**src/rtl/cd4017_decoder.sv**
```systemverilog
// cd4017_decoder: decodes and checks a CD4017-style one-hot Q bus and CO line
//   clk, reset (async, active-high), sample_en qualifies q_in/co_in, clr sync clear
//   digit/digit_valid/locked: tracked digit and lock state
//   wrap_pulse/wrap_count: accepted 9->0 steps
//   onehot_err/seq_err/co_err: error pulses; err_count: saturating error-cycle count
module cd4017_decoder #(
    parameter int WRAP_W   = 8,
    parameter int ERR_W    = 4,
    parameter bit CHECK_CO = 1'b1
) (
    input  logic              clk,
    input  logic              reset,
    input  logic              sample_en,
    input  logic [9:0]        q_in,
    input  logic              co_in,
    input  logic              clr,
    output logic [3:0]        digit,
    output logic              digit_valid,
    output logic              locked,
    output logic              wrap_pulse,
    output logic [WRAP_W-1:0] wrap_count,
    output logic              onehot_err,
    output logic              seq_err,
    output logic              co_err,
    output logic [ERR_W-1:0]  err_count
);
    localparam logic [0:0] ACQUIRE = 1'b0;
    localparam logic [0:0] TRACK   = 1'b1;

    logic [0:0]        state_q, state_d;
    logic [3:0]        digit_q, digit_d, idx;
    logic [WRAP_W-1:0] wrap_q, wrap_d;
    logic [ERR_W-1:0]  err_q, err_d;
    logic              wp_q, wp_d, oh_q, oh_d, seq_q, seq_d, co_q, co_d;
    logic              legal;

    always_comb begin
        idx = 4'd0;
        for (int i = 0; i < 10; i++)
            if (q_in[i]) idx = 4'(i);
        legal = $countones(q_in) == 1;
    end

    always_comb begin
        state_d = state_q;
        digit_d = digit_q;
        wrap_d  = wrap_q;
        err_d   = err_q;
        wp_d    = 1'b0;
        oh_d    = 1'b0;
        seq_d   = 1'b0;
        co_d    = 1'b0;
        if (clr) begin
            state_d = ACQUIRE;
            wrap_d  = '0;
            err_d   = '0;
        end else if (sample_en) begin
            if (!legal) begin
                oh_d    = 1'b1;
                state_d = ACQUIRE;
            end else begin
                // CO is high for digits 0-4 on a real CD4017
                co_d = CHECK_CO && (co_in != (idx < 4'd5));
                if (state_q == ACQUIRE) begin
                    digit_d = idx;
                    state_d = TRACK;
                end else if (idx == digit_q) begin
                    digit_d = digit_q;
                end else if (digit_q < 4'd9 && idx == digit_q + 4'd1) begin
                    digit_d = idx;
                end else if (digit_q == 4'd9 && idx == 4'd0) begin
                    digit_d = 4'd0;
                    wp_d    = 1'b1;
                    wrap_d  = wrap_q + 1'b1;
                end else begin
                    seq_d   = 1'b1;
                    state_d = ACQUIRE;
                end
            end
            if ((oh_d || seq_d || co_d) && !(&err_q)) err_d = err_q + 1'b1;
        end
    end

    always_ff @(posedge clk or posedge reset) begin
        if (reset) begin
            state_q <= ACQUIRE;
            digit_q <= '0;
            wrap_q  <= '0;
            err_q   <= '0;
            wp_q    <= 1'b0;
            oh_q    <= 1'b0;
            seq_q   <= 1'b0;
            co_q    <= 1'b0;
        end else begin
            state_q <= state_d;
            digit_q <= digit_d;
            wrap_q  <= wrap_d;
            err_q   <= err_d;
            wp_q    <= wp_d;
            oh_q    <= oh_d;
            seq_q   <= seq_d;
            co_q    <= co_d;
        end
    end

    assign digit       = digit_q;
    assign locked      = state_q == TRACK;
    assign digit_valid = state_q == TRACK;
    assign wrap_pulse  = wp_q;
    assign wrap_count  = wrap_q;
    assign onehot_err  = oh_q;
    assign seq_err     = seq_q;
    assign co_err      = co_q;
    assign err_count   = err_q;
endmodule

```
**config.mk**
```make
export PLATFORM = sky130hd
export DESIGN_NAME = cd4017_decoder
export DESIGN_NICKNAME = d
export VERILOG_FILES = /design/src/rtl/cd4017_decoder.sv
export SDC_FILE = /design/constraint.sdc
export NUM_CORES = 1
export LEC_CHECK = 0
export CORE_ASPECT_RATIO = 1.75
export CORE_MARGIN = 2
export CORE_UTILIZATION = 45
export CTS_BUF_LIST = sky130_fd_sc_hd__clkbuf_4
export DETAILED_ROUTE_END_ITERATION = 16
export DONT_BUFFER_PORTS = 1
export SYNTH_ARGS = -nofsm -noshare
export SYNTH_HDL_FRONTEND = slang
export SYNTH_SLANG_ARGS = --single-unit
```
**constraint.sdc**
```tcl
create_clock -name clk -period 4.5 [get_ports clk]
set_input_delay 0.225 -clock clk [delete_from_list [all_inputs] [get_ports clk]]
set_output_delay 0.225 -clock clk [all_outputs]
set_load 0.02 [all_outputs]
```
* Word-level counts from Yosys, hierarchy flattened
Cells that the tools add are included.
** Cells by class
- Order comparisons :: 2
- Eq/ne operators :: 9
- Add/sub/neg operators :: 12
- Reduce and logical (&&, ||, !) cells :: 16
- Bitwise operators :: 1
- Mux-type cells :: 55
** Operators with widths (count)
- 8-bit two-way mux :: 7
- 4-bit two-way mux :: 12
- 1-bit two-way mux :: 33
- 1-bit by 1-bit adder with 2-bit output :: 5
- 2-bit nonzero test :: 5
- 4-bit by 1-bit adder with 4-bit output (second input constant) :: 2
- 8-bit by 1-bit adder with 8-bit output (second input constant) :: 1
- 4-bit == test :: 2
- 2-bit by 2-bit adder with 3-bit output :: 2
- 2-bit inequality test (second input constant) :: 3
- 6-bit AND reduction :: 1
- 4-bit by 2-bit adder with 5-bit output :: 1
- 5-bit by 1-bit == test with 1-bit output (second input constant) :: 1
- 5-bit AND reduction :: 1
- 3-bit by 3-bit adder with 4-bit output :: 1
- 4-bit == test (second input constant) :: 1
- 4-bit logical NOT :: 1
- 4-bit by 3-bit < comparator with 1-bit output (second input constant) :: 1
- 4-bit < comparator (second input constant) :: 1
- 2-bit two-way mux :: 2
- 4-bit AND reduction :: 1
- 1-bit logical AND :: 3
- 3-bit two-way mux :: 1
- 3-bit by 1-bit inequality test with 1-bit output (second input constant) :: 1
- 5 further kinds :: 6
** Storage, ports and cells
- Bits of input ports :: 15
- Word-level logic and storage cells :: 103
- Register bits after elaboration :: 21

* Depth between registers and ports, before layout
- Depth after elaboration :: 24
- Mapped depth :: 16
- Gate-level depth less buffers :: 16

* Worst setup path before layout
Ideal clock, no wire load.
- Path type :: input to register
- From :: in q_in[0]
- To :: reg wrap_q[3], in the netlist wrap_count[3]
- Path slack :: 0.570 ns
- Cell stages on the path :: 15
- Required time :: 4.423 ns
- Setup time :: 0.077 ns
- Arrival time :: 3.853 ns
- Cell sequence :: fa_1 > fa_1 > inv_1 > fa_1 > inv_1 > ha_1 > inv_1 > fa_1 > a2111oi_0 > a21oi_1 > nor2_1 > and4_1 > o211ai_2 > or3_1 > a21oi_1
** Between the ends
- Cells in the longest elaborated chain, start to end :: 7
** Ends and longest elaborated chain
- start, declared :: RTL line 14 : input logic [9:0] q_in,
- 1-bit by 1-bit adder with 2-bit output (implied by the code) :: RTL line 41 : legal = $countones(q_in) == 1;
- 2-bit by 2-bit adder with 3-bit output (implied by the code) :: RTL line 41
- 3-bit by 3-bit adder with 4-bit output (implied by the code) :: RTL line 41
- 4-bit by 2-bit adder with 5-bit output (implied by the code) :: RTL line 41
- 5-bit by 1-bit == test with 1-bit output :: RTL line 41
- 2-bit nonzero test (no line)
- 6-bit AND reduction (no line)
- end signal, assigned :: RTL line 97 : wrap_q <= wrap_d;
- end, declared :: RTL line 32 : logic [WRAP_W-1:0] wrap_q, wrap_d;
Every way passes these cells.
A chain may end at the register's enable or synchronous reset.

* Worst setup path after layout
- From :: in q_in[0]
- To :: reg wrap_q[5], in the netlist wrap_count[5]
Same word-level chain as after synthesis.

==> impl_metrics.py <==
metrics = {
    "sta": {
        "slew_viol_final": 0,
        "timing.final.setup_violations": 0,
        "worst_clock_skew_ps": 2.17,
        "fmax_mhz": 266,
        "unrepaired_setup_endpoints_after_global_routing": "no",
        "final_critical_path_setup_slack_ps": 739,
        "final_worst_path_cycle_share_pct": 83.6,
        "hold_viol": 0,
        "timing.max_slew.rel_slack_pct": 46.8,
        "shortest_period_the_worst_path_allows_ps": 3760,
        "fin_tns_setup_ps": 0,
        "timing_worst_slew_pin_value_ps": 797,
    },
    "yosys": {
        "syn_inst": 160,
        "yosysMostFrequentCell": "dfrtp_1",
        "synth-main-ff-cell": "dfrtp_1",
        "synth_largest_type_area_fraction_pct": 34.5,
        "netlist_top_cells_count": "dfrtp_1 (21), nor2_1 (18), inv_1 (17), nand2_1 (13), nand3_1 (10)",
        "synth.top_cells.by_area": "dfrtp_1 (35%), fa_1 (7.9%), ha_1 (5.8%), xnor2_1 (4.6%), nor2_1 (4.4%)",
        "synth.distinct_cells": 46,
        "syn_nets": 188,
        "synth-seq-cells": 21,
        "synth-edff-count": 0,
        "synth-async-reset-ratio_pct": 100,
        "synth-warning-count": 0,
        "post_synth.cell_area_avg_sq_um": 9.51,
        "synth_seq_area_share_pct": 34.5,
        "netlist_area_sq_um": 1520,
        "yosysTopAreaCell": "dfrtp_1",
    },
    "setup_path": {
        "cp-end-kind": "register",
        "ff2ff_path_depth": 10,
        "criticalPathCategory": "input pin to register",
        "start_kind": "input pin",
        "cp_data_arrival_time_ps": 3940,
        "worst_ep_required_time_ps": 4680,
        "path_max_fanout": 10,
    },
    "route": {
        "drt-total-wl_mm": 3.17,
        "antenna_violating_nets_post_route": 0,
        "router_iterations_before_antenna_repair": 4,
        "via_count": 1188,
        "vias_per_cell": 5.71,
        "detail_route.drc_violations": 0,
        "route.detailed.wl_per_inst_microns": 15.2,
        "drt_first_iter_violations": 29,
    },
    "final_layout": {
        "areaGrowthSynthToFinish_pct": 5.67,
        "n_antenna_cell": 0,
        "finish.cell_count_without_fillers": 208,
        "final_layout_size_suffix_gt1_share_pct": 10.4,
        "regArea_sq_um": 526,
        "filler_cell_count": 358,
        "postLayoutCoreUtil_pct": 48.8,
        "nets": 192,
        "multiInputGateArea_sq_um": 905,
    },
    "clocking": {
        "tritoncts_clock_tree": "built",
        "cts.reportedPaths.clkPinSlew_ps": 110,
        "clock_path_buffers": 2,
        "post_cts.resized_instances": 0,
        "clockRootBuffer": "clkbuf_4",
        "numClockSinks": 21,
        "worstSkewPairLatency_ps": 300,
        "clock_tree.htree_level_count": 1,
        "tritoncts.num_buffers": 3,
    },
    "floorplan": {
        "design.die.area_sq_um": 3880,
        "die_x_microns": 48.0,
        "fp-row-count": 28,
        "initial_utilization_pct": 46.2,
        "top_level_ports": 37,
        "die_height_microns": 80.9,
        "core_area_sq_um": 3290,
    },
    "pwr": {
        "power_leakage_nw": 0.674,
        "vdd_drop_max_v": 0.000155,
        "switching_power_total_w": 0.000237,
        "intPower_w": 0.000355,
        "cellPowerDensity_nw_per_um2": 368,
        "power.clock.fraction_pct": 16.5,
        "post-layout-total-power_w": 0.000591,
        "sw_frac_of_total_pct": 40.0,
        "power_share_of_the_combinational_group_pct": 37.7,
        "sequentialPowerShare_pct": 45.8,
    },
    "global_routing": {
        "largest_net_degree_at_the_start_of_global_routing": 22,
        "grt_pass1_vias": 1253,
        "grt_first_pass_wirelength_mm": 5.37,
        "grt_overflow": 0,
        "antenna_violations_before_repair": 0,
        "globalRouteTotalUtil_pct": 19.0,
    },
    "placed_design": {
        "placed_cells_incl_taps": 202,
        "placement.io_buffers": 0,
        "final_weighted_congestion_in_routability_driven_placement": 0.807,
        "place_hpwl_mm": 2.53,
        "placement.setup.worst_slack_ps": 402,
    },
    "run": {
        "timing.max_cap.violations": 0,
    },
    "worst_hold_path": {
        "worst_hold_path.num_cells": 2,
        "worst_hold_path_type": "input pin to register",
    },
    "status": {
        "run_status": "complete, no violations",
    },
}
## cell usage in the layout, fill, tap and decap left out, types with 4 or more instances in the layout
cell / instances
dfrtp_1: 21
nor2_1: 18
inv_1: 17
nand2_1: 13
nand3_1: 10
xnor2_1: 8
ha_1: 7
a21oi_1: 6
fa_1: 6
nor3_1: 5
o31ai_1: 5
o21ai_0: 4
clkbuf_4: 4
## worst max-delay path, stage by stage
cell and delay, ps:
fa_1 490, fa_1 510, inv_1 50, fa_1 420, inv_1 70, ha_1 160
inv_1 50, fa_1 390, a2111oi_0 390, a21oi_1 70, nor2_1 160, and4_1 220
o211ai_2 210, nor3_1 330, xnor2_1 150, nor2_1 50
## power by group through the flow
stage | Clock [W] | Combinational [W] | Sequential [W]
2_1_floorplan | 0 | 0.000189 | 0.000262
3_3_place_gp | 0 | 0.000211 | 0.000275
3_5_place_dp | 0 | 0.000223 | 0.000275
4_1_cts | 0.000100 | 0.000226 | 0.000272
5_1_grt | 0.000111 | 0.000257 | 0.000276
6_report | 0.0000976 | 0.000223 | 0.000271
## registers in the layout (all words and copies together), names as in the netlist
register     count
err_count        4
onehot_err       1
wrap_count       8
co_err           1
wrap_pulse       1
digit_valid      1
digit            4
seq_err          1
## final timing paths
check	start	endpoint	slack, ps
min in group asynchronous	reset	digit[0]$_DFFE_PP0P_	500
worst max register to register	digit[0]$_DFFE_PP0P_	err_count[3]$_DFFE_PP0P_	1860
worst min register to register	err_count[2]$_DFFE_PP0P_	err_count[2]$_DFFE_PP0P_	700
worst min-delay path	sample_en	err_count[1]$_DFFE_PP0P_	70
max in group asynchronous	reset	co_err$_DFF_PP0_	3500
worst max-delay path	q_in[0]	wrap_count[5]$_DFFE_PP0P_	740
## kinds of logic after synthesis
kind of cell | count (synthesis) | share of synthesized area (%)
buffers and inverters | 21 | 6.00
adder cells (fa/ha/maj) | 13 | 13.7
multiplexers | 2 | 1.32
flip-flops | 21 | 34.5
XOR/XNOR | 11 | 8.47
AND/OR/NAND/NOR | 63 | 20.8
AO/OA/AOI/OAI | 29 | 15.2
## layer usage
layer	vias to the layer above	wire (microns)	GRT usage, %
met4	0	83	8.65
met5	-	0	0
met2	37	1730	33.6
met1	579	1190	20.4
li1	566	-	-
met3	6	161	3.56
## final cells by class
cell class	count	area share, %
clock buffer	4	1.87
inverter	17	3.97
multi-input combinational	118	56.3
sequential	21	32.7
tap	45	3.50
timing repair buffer	3	1.71
## stage by stage
stage	hold slack, ps	instance area [sq um]
after CTS	63.5	1610
after floorplan	202	1520
after detailed placement	294	1560
after global routing	59.1	1610
after global placement	290	1560
final	70.6	1610
## timing repair
item,CTS,global route
endpoints found under the setup margin,0,0
buffers inserted,0,0
hold buffers,2,0
endpoints found under the hold margin,36,0
(Power assumes the default switching activity.)
